File: config.mk
export PLATFORM = sky130hd
export DESIGN_NAME = piso_tx
export DESIGN_NICKNAME = d
export VERILOG_FILES = /design/src/rtl/piso_tx.sv
export SDC_FILE = /design/constraint.sdc
export NUM_CORES = 1
export LEC_CHECK = 0
export CAP_MARGIN = 40
export CORE_ASPECT_RATIO = 1.25
export CORE_UTILIZATION = 30
export CTS_CLUSTER_DIAMETER = 120
export DETAILED_ROUTE_END_ITERATION = 10
export PLACE_DENSITY = 0.62
export SYNTH_ARGS = -nofsm -noshare
export SYNTH_HDL_FRONTEND = slang
export SYNTH_SLANG_ARGS = --single-unit
File: constraint.sdc
create_clock -name clk -period 1.14 [get_ports clk]
set_clock_uncertainty 0.15 [all_clocks]
set_input_delay 0.228 -clock clk [delete_from_list [all_inputs] [get_ports clk]]
set_output_delay 0.228 -clock clk [all_outputs]
set_load 0.05 [all_outputs]
File: src/rtl/piso_tx.sv
// piso_tx: parallel-in serial-out transmitter with a one-word holding register.
// A word accepted into the holding register moves to the shift register once
// the shifter is idle or finishing its last bit, so frames stream back to back.
module piso_tx #(
    parameter int WIDTH     = 4,
    parameter bit MSB_FIRST = 1'b1
) (
    input  logic             clk,
    input  logic             rst,          // asynchronous, active low
    input  logic             load_valid,
    output logic             load_ready,
    input  logic [WIDTH-1:0] load_data,
    output logic             data_out,
    output logic             out_valid,
    output logic             frame_start,
    output logic             frame_done,
    output logic             busy,
    output logic             state_dbg     // 0 = IDLE, 1 = SHIFT
);

    localparam int            CW   = (WIDTH > 1) ? $clog2(WIDTH) : 1;
    localparam logic [CW-1:0] LAST = CW'(WIDTH - 1);

    typedef enum logic {
        IDLE  = 1'b0,
        SHIFT = 1'b1
    } state_e;

    state_e           state_q, state_d;
    logic [WIDTH-1:0] shreg_q, shreg_d;
    logic [CW-1:0]    cnt_q, cnt_d;
    logic [WIDTH-1:0] hold_q, hold_d;
    logic             hold_full_q, hold_full_d;
    logic             xfer;

    // Handshake: a word moves on a rising edge where load_valid=1 and
    // load_ready=1. load_ready depends only on hold_full_q, never on
    // load_valid, and load_data is sampled only on that transfer edge.
    assign xfer = load_valid && !hold_full_q;

    // Move the shift register one position toward the output end, zero fill.
    function automatic logic [WIDTH-1:0] shift_one(input logic [WIDTH-1:0] v);
        if (MSB_FIRST) begin
            return {v[WIDTH-2:0], 1'b0};
        end else begin
            return {1'b0, v[WIDTH-1:1]};
        end
    endfunction

    // Next-state logic: shift, reload from the holding register, capture loads.
    always_comb begin
        state_d     = state_q;
        shreg_d     = shreg_q;
        cnt_d       = cnt_q;
        hold_d      = hold_q;
        hold_full_d = hold_full_q;

        case (state_q)
            IDLE: begin
                if (hold_full_q) begin
                    shreg_d     = hold_q;
                    hold_full_d = 1'b0;
                    cnt_d       = '0;
                    state_d     = SHIFT;
                end
            end
            SHIFT: begin
                if (cnt_q != LAST) begin
                    shreg_d = shift_one(shreg_q);
                    cnt_d   = cnt_q + CW'(1);
                end else if (hold_full_q) begin
                    // Gapless reload: next frame's first bit follows the last bit.
                    shreg_d     = hold_q;
                    hold_full_d = 1'b0;
                    cnt_d       = '0;
                end else begin
                    shreg_d = shift_one(shreg_q);
                    cnt_d   = '0;
                    state_d = IDLE;
                end
            end
            default: begin
                state_d = IDLE;
                cnt_d   = '0;
            end
        endcase

        // A transfer never coincides with a drain: load_ready is low whenever
        // the holding register is full, so these writes cannot collide.
        if (xfer) begin
            hold_d      = load_data;
            hold_full_d = 1'b1;
        end
    end

    // State registers with asynchronous active-low clear.
    always_ff @(posedge clk or negedge rst) begin
        if (!rst) begin
            state_q     <= IDLE;
            shreg_q     <= '0;
            cnt_q       <= '0;
            hold_q      <= '0;
            hold_full_q <= 1'b0;
        end else begin
            state_q     <= state_d;
            shreg_q     <= shreg_d;
            cnt_q       <= cnt_d;
            hold_q      <= hold_d;
            hold_full_q <= hold_full_d;
        end
    end

    // Output decode, registers only.
    assign out_valid   = (state_q == SHIFT);
    assign data_out    = out_valid && (MSB_FIRST ? shreg_q[WIDTH-1] : shreg_q[0]);
    assign frame_start = out_valid && (cnt_q == '0);
    assign frame_done  = out_valid && (cnt_q == LAST);
    assign busy        = out_valid || hold_full_q;
    assign load_ready  = !hold_full_q;
    assign state_dbg   = state_q;

endmodule

== Word level (Yosys, flattened, before mapping) ==
Index checks and enable logic that the tools add are counted.

* Bits in registers: 12

* $add $sub $neg: 1
* Bitwise logic cells: 1
* Equal/unequal tests: 4
* Reduce and logical (&&, ||, !) cells: 7
* Multiplexer cells: 13

{| class="wikitable"
|+ Operators by type and width
! kind !! number
|-
| $mux 4 || 3
|-
| $pmux 4 s2 || 1
|-
| $logic_and 1x1->1 || 4
|-
| $mux 1 || 4
|-
| $mux 2 || 2
|-
| $ne 2x2->1 const B || 2
|-
| $pmux 1 s2 || 2
|-
| $pmux 2 s2 || 1
|-
| $ne 3x3->1 const B || 1
|-
| $add 2x1->2 const B || 1
|-
| $eq 2x2->1 const B || 1
|-
| $logic_not 2->1 || 1
|-
| $logic_not 1->1 || 1
|-
| $logic_or 1x1->1 || 1
|-
| $not 1->1 || 1
|}

== Longest topological paths before layout ==
* Depth after elaboration: 4
* Depth in mapped cells: 4

== Least setup slack after synthesis ==
No wires, ideal clock.

* Path type: flip-flop to output port
* Start: reg state_q, in the netlist out_valid
* End: out data_out
* Slack: -0.677 ns
* Arrival time: 1.439 ns
* Stages on the path, launching flop included: 3
* Required time: 0.762 ns
* Path through: dfrtp_1 > clkbuf_1 > and2_1

* Word-level cells in the longest chain between the ends: 1

{| class="wikitable"
|+ RTL lines
! element !! line !! text
|-
| start: declaration || 29 || <nowiki>state_e state_q, state_d;</nowiki>
|-
| start signal: assignment || 105 || <nowiki>state_q <= state_d;</nowiki>
|-
| $logic_and 1x1->1 || 115 || <nowiki>assign data_out = out_valid && (MSB_FIRST ? shreg_q[WIDTH-1] : shreg_q[0]);</nowiki>
|-
| end: declaration || 13 || <nowiki>output logic data_out,</nowiki>
|}

Every way passes these cells.

== Worst setup path in the final report ==
* Start: reg cnt_q[1]
* End: out frame_done

* Word-level cells in the longest chain between the ends: 2

{| class="wikitable"
|+ RTL lines
! element !! line !! text
|-
| start: declaration || 31 || <nowiki>logic [CW-1:0] cnt_q, cnt_d;</nowiki>
|-
| start signal: assignment || 107 || <nowiki>cnt_q <= cnt_d;</nowiki>
|-
| $eq 2x2->1 || 117 || <nowiki>assign frame_done = out_valid && (cnt_q == LAST);</nowiki>
|-
| $logic_and 1x1->1 || 117 ||
|-
| end: declaration || 16 || <nowiki>output logic frame_done,</nowiki>
|}

Every way passes these cells.

==> flow_summary.yaml <==
status:
  status: "finished, violations left"
  violations: "negative setup slack"
cells_and_area:
  ff_latch_area_um2: 303
  multiInputGateArea_um2: 345
  area_growth_pct: 96.6
  fin_util: 0.640
  drive_gt1_frac: 0.682
  nFillCells: 133
  num_antenna_cells: 0
  fin_nets: 98
  layout.cells.non_filler: 107
  stdcell_area_um2: 1140
drt:
  drc: 0
  via_per_inst: 4.79
  dr_total_vias: 512
  post_drt_wl_per_cell_um: 13.5
  wirelength_mm: 1.45
  drt_first_iter_violations: 6
  first_pass_iters: 2
  ant_nets: 0
power_and_ir_drop:
  p_seq_frac: 0.223
  p_int_w: 0.00225
  p_switching_w: 0.00146
  p_comb_frac: 0.684
  clock_power_share: 0.093
  switching_share: 0.393
  powerDensity_nw_per_um2: 3250
  p_leak_nw: 0.517
  peakVddDrop_mv: 1.21
clock_tree:
  path_clk_slew_ns: 0.08
  cts_hold_buf: 0
  cts_tree: "built"
  root_buffer: "clkbuf_4"
  insertion_delay_ns: 0.27
  clk_path_buf_depth: 2
  numCtsBuffers: 3
  htreeDepth: 1
  clock_sinks: 12
placed_design:
  post-dp-hpwl_um: 877
  portBuffers: 13
  gp_congestion: 0.768
  dp.cells: 94
  dpl-instance-area_um2: 913
sta:
  hold_viol: 0
  max_slew_margin: 0.861
  fmax_ghz: 0.648
  worst_pin_slew_ns: 0.208
  finalMaxSlewViolations: 0
  setup_viol_count_final: 18
  fin_ws_ns: -0.403
  fin_crit_ns: 1.54
  period_share: 1.35
  grt_setup_unrepaired: "true"
floorplan:
  ios: 14
  core_um2: 1790
  dieArea_um2: 2120
  start_util: 0.326
  num_rows: 17
  die_h_um: 51.2
  die_w_um: 41.4
synthesis:
  synth-edff-count: 0
  synthCells: 53
  synth_area_leaders: "dfrtp_1 52%, mux2_1 7.7%, ha_1 4.3%"
  ys_warn_count: 0
  synthesis.area_um2: 582
  ys_async_sr_fraction: 1.00
  yosysTopAreaCell: "dfrtp_1"
  synth_seq_cells: 12
  synth.most_common_cell: "dfrtp_1"
  seq_area_frac_synth: 0.516
  synthesis.nets: 62
  syn_avg_cell_area_um2: 11.0
  synth_top_area_frac: 0.516
  ys_top_cells_by_count: "12 x dfrtp_1, 4 x inv_1, 4 x mux2_1"
  yosysUniqueCellTypes: 22
  synth_flop_cell: "dfrtp_1"
global_routing:
  grt_pass1_wl_mm: 2.39
  track_usage: 0.172
  overflow: 0
  first_global_vias: 557
  antenna_found_initial: 0
  grt_max_degree: 13
critical_path:
  path_class: "register to output pin"
  worstPathArrival_ns: 1.16
  required_ns: 0.76
  cp-start-kind: "register"
  worst_setup_path_end_kind: "output pin"
  critPathMaxFanout: 2
hold_path:
  hold_class: "input port to async pin"
run:
  maxCapViolCount: 0
-- stage by stage --
stage / hold slack [ns] / setup TNS (ns) / power, W / setup WS, ns
finish: 0.0977 / -4.87 / 0.00371 / -0.403
global route: 0.115 / -5.51 / 0.00394 / -0.430
CTS: 0.107 / -4.63 / 0.00349 / -0.404
detailed placement: 0.355 / -2.67 / 0.00271 / -0.410
global placement: 0.348 / -2.46 / 0.00268 / -0.374
floorplan: -0.218 / -1.62 / 0.00192 / -0.227
-- sequential cells by signal (all words and copies together), names as in the netlist --
name,cells
hold_q,4
shreg_q,4
cnt_q,2
hold_full_q,1
out_valid,1
-- final timing paths --
check / startpoint / end / slack [ns] / cells past startpoint
setup reg to reg: cnt_q[1] / shreg_q[1] / -0.33 / 6
hold reg to reg: shreg_q[1] / shreg_q[2] / 0.39 / 2
max in group asynchronous: rst / out_valid / 0.56 / 2
min in group clk: shreg_q[1] / shreg_q[2] / 0.39 / 2
setup / recovery: cnt_q[1] / frame_done / -0.40 / 3
hold / removal: rst / hold_full_q / 0.1 / 2
-- layer usage --
layer	global-route usage	vias up	share of wire
met4	0.0968	0	0.017
met1	0.202	248	0.41
met2	0.281	13	0.55
li1	-	249	-
met5	0	-	0
met3	0.0261	2	0.026
-- what timing repair did --
action | 4_1_cts | 5_1_grt
pin swaps | 9 | 5
setup buffers | 8 | 5
endpoints found under the setup margin | 18 | 19
resized for setup | 22 | 14
gates cloned | 0 | 0
-- power by group through the flow --
stage | Sequential [W] | Clock (W) | Combinational [W]
after CTS | 0.000820 | 0.000353 | 0.00232
after global routing | 0.000850 | 0.000377 | 0.00271
after detailed placement | 0.000829 | 0 | 0.00188
final | 0.000828 | 0.000344 | 0.00254
after global placement | 0.000818 | 0 | 0.00186
after floorplan | 0.000819 | 0 | 0.00111
-- cell type report --
| class | count | area share |
|---|---|---|
| clock buffer | 4 | 0.0317 |
| timing repair buffer | 34 | 0.362 |
| tap | 19 | 0.0208 |
| sequential | 12 | 0.265 |
| multi-input combinational | 34 | 0.302 |
| inverter | 4 | 0.0186 |
-- kinds of logic after synthesis --
kind of cell               count (synthesis)  synth area share
AOI/OAI and AO/OA                         12             0.146
adders and majority gates                  2            0.0430
buffers and inverters                      7            0.0580
DFF                                       12             0.516
muxes                                      5            0.0946
and+or+nand+nor                           15             0.142
-- placed cells by master (no fill, tap or decap), types with 3 or more instances in the layout --
cell type / n
buf_12: 7
nor2b_1: 3
nand2_2: 3
clkdlybuf4s50_1: 6
a211oi_1: 3
mux2_4: 4
buf_6: 15
nor2_1: 3
dfrtp_1: 10
and2_4: 3
clkbuf_4: 3
buf_4: 6
o22ai_2: 3
-- critical path: stages (launching register included) --
cell and delay (ns):
dfrtp_1 0.40, ha_2 0.21, and2_4 0.15, buf_12 0.14
(Power assumes the default switching activity.)
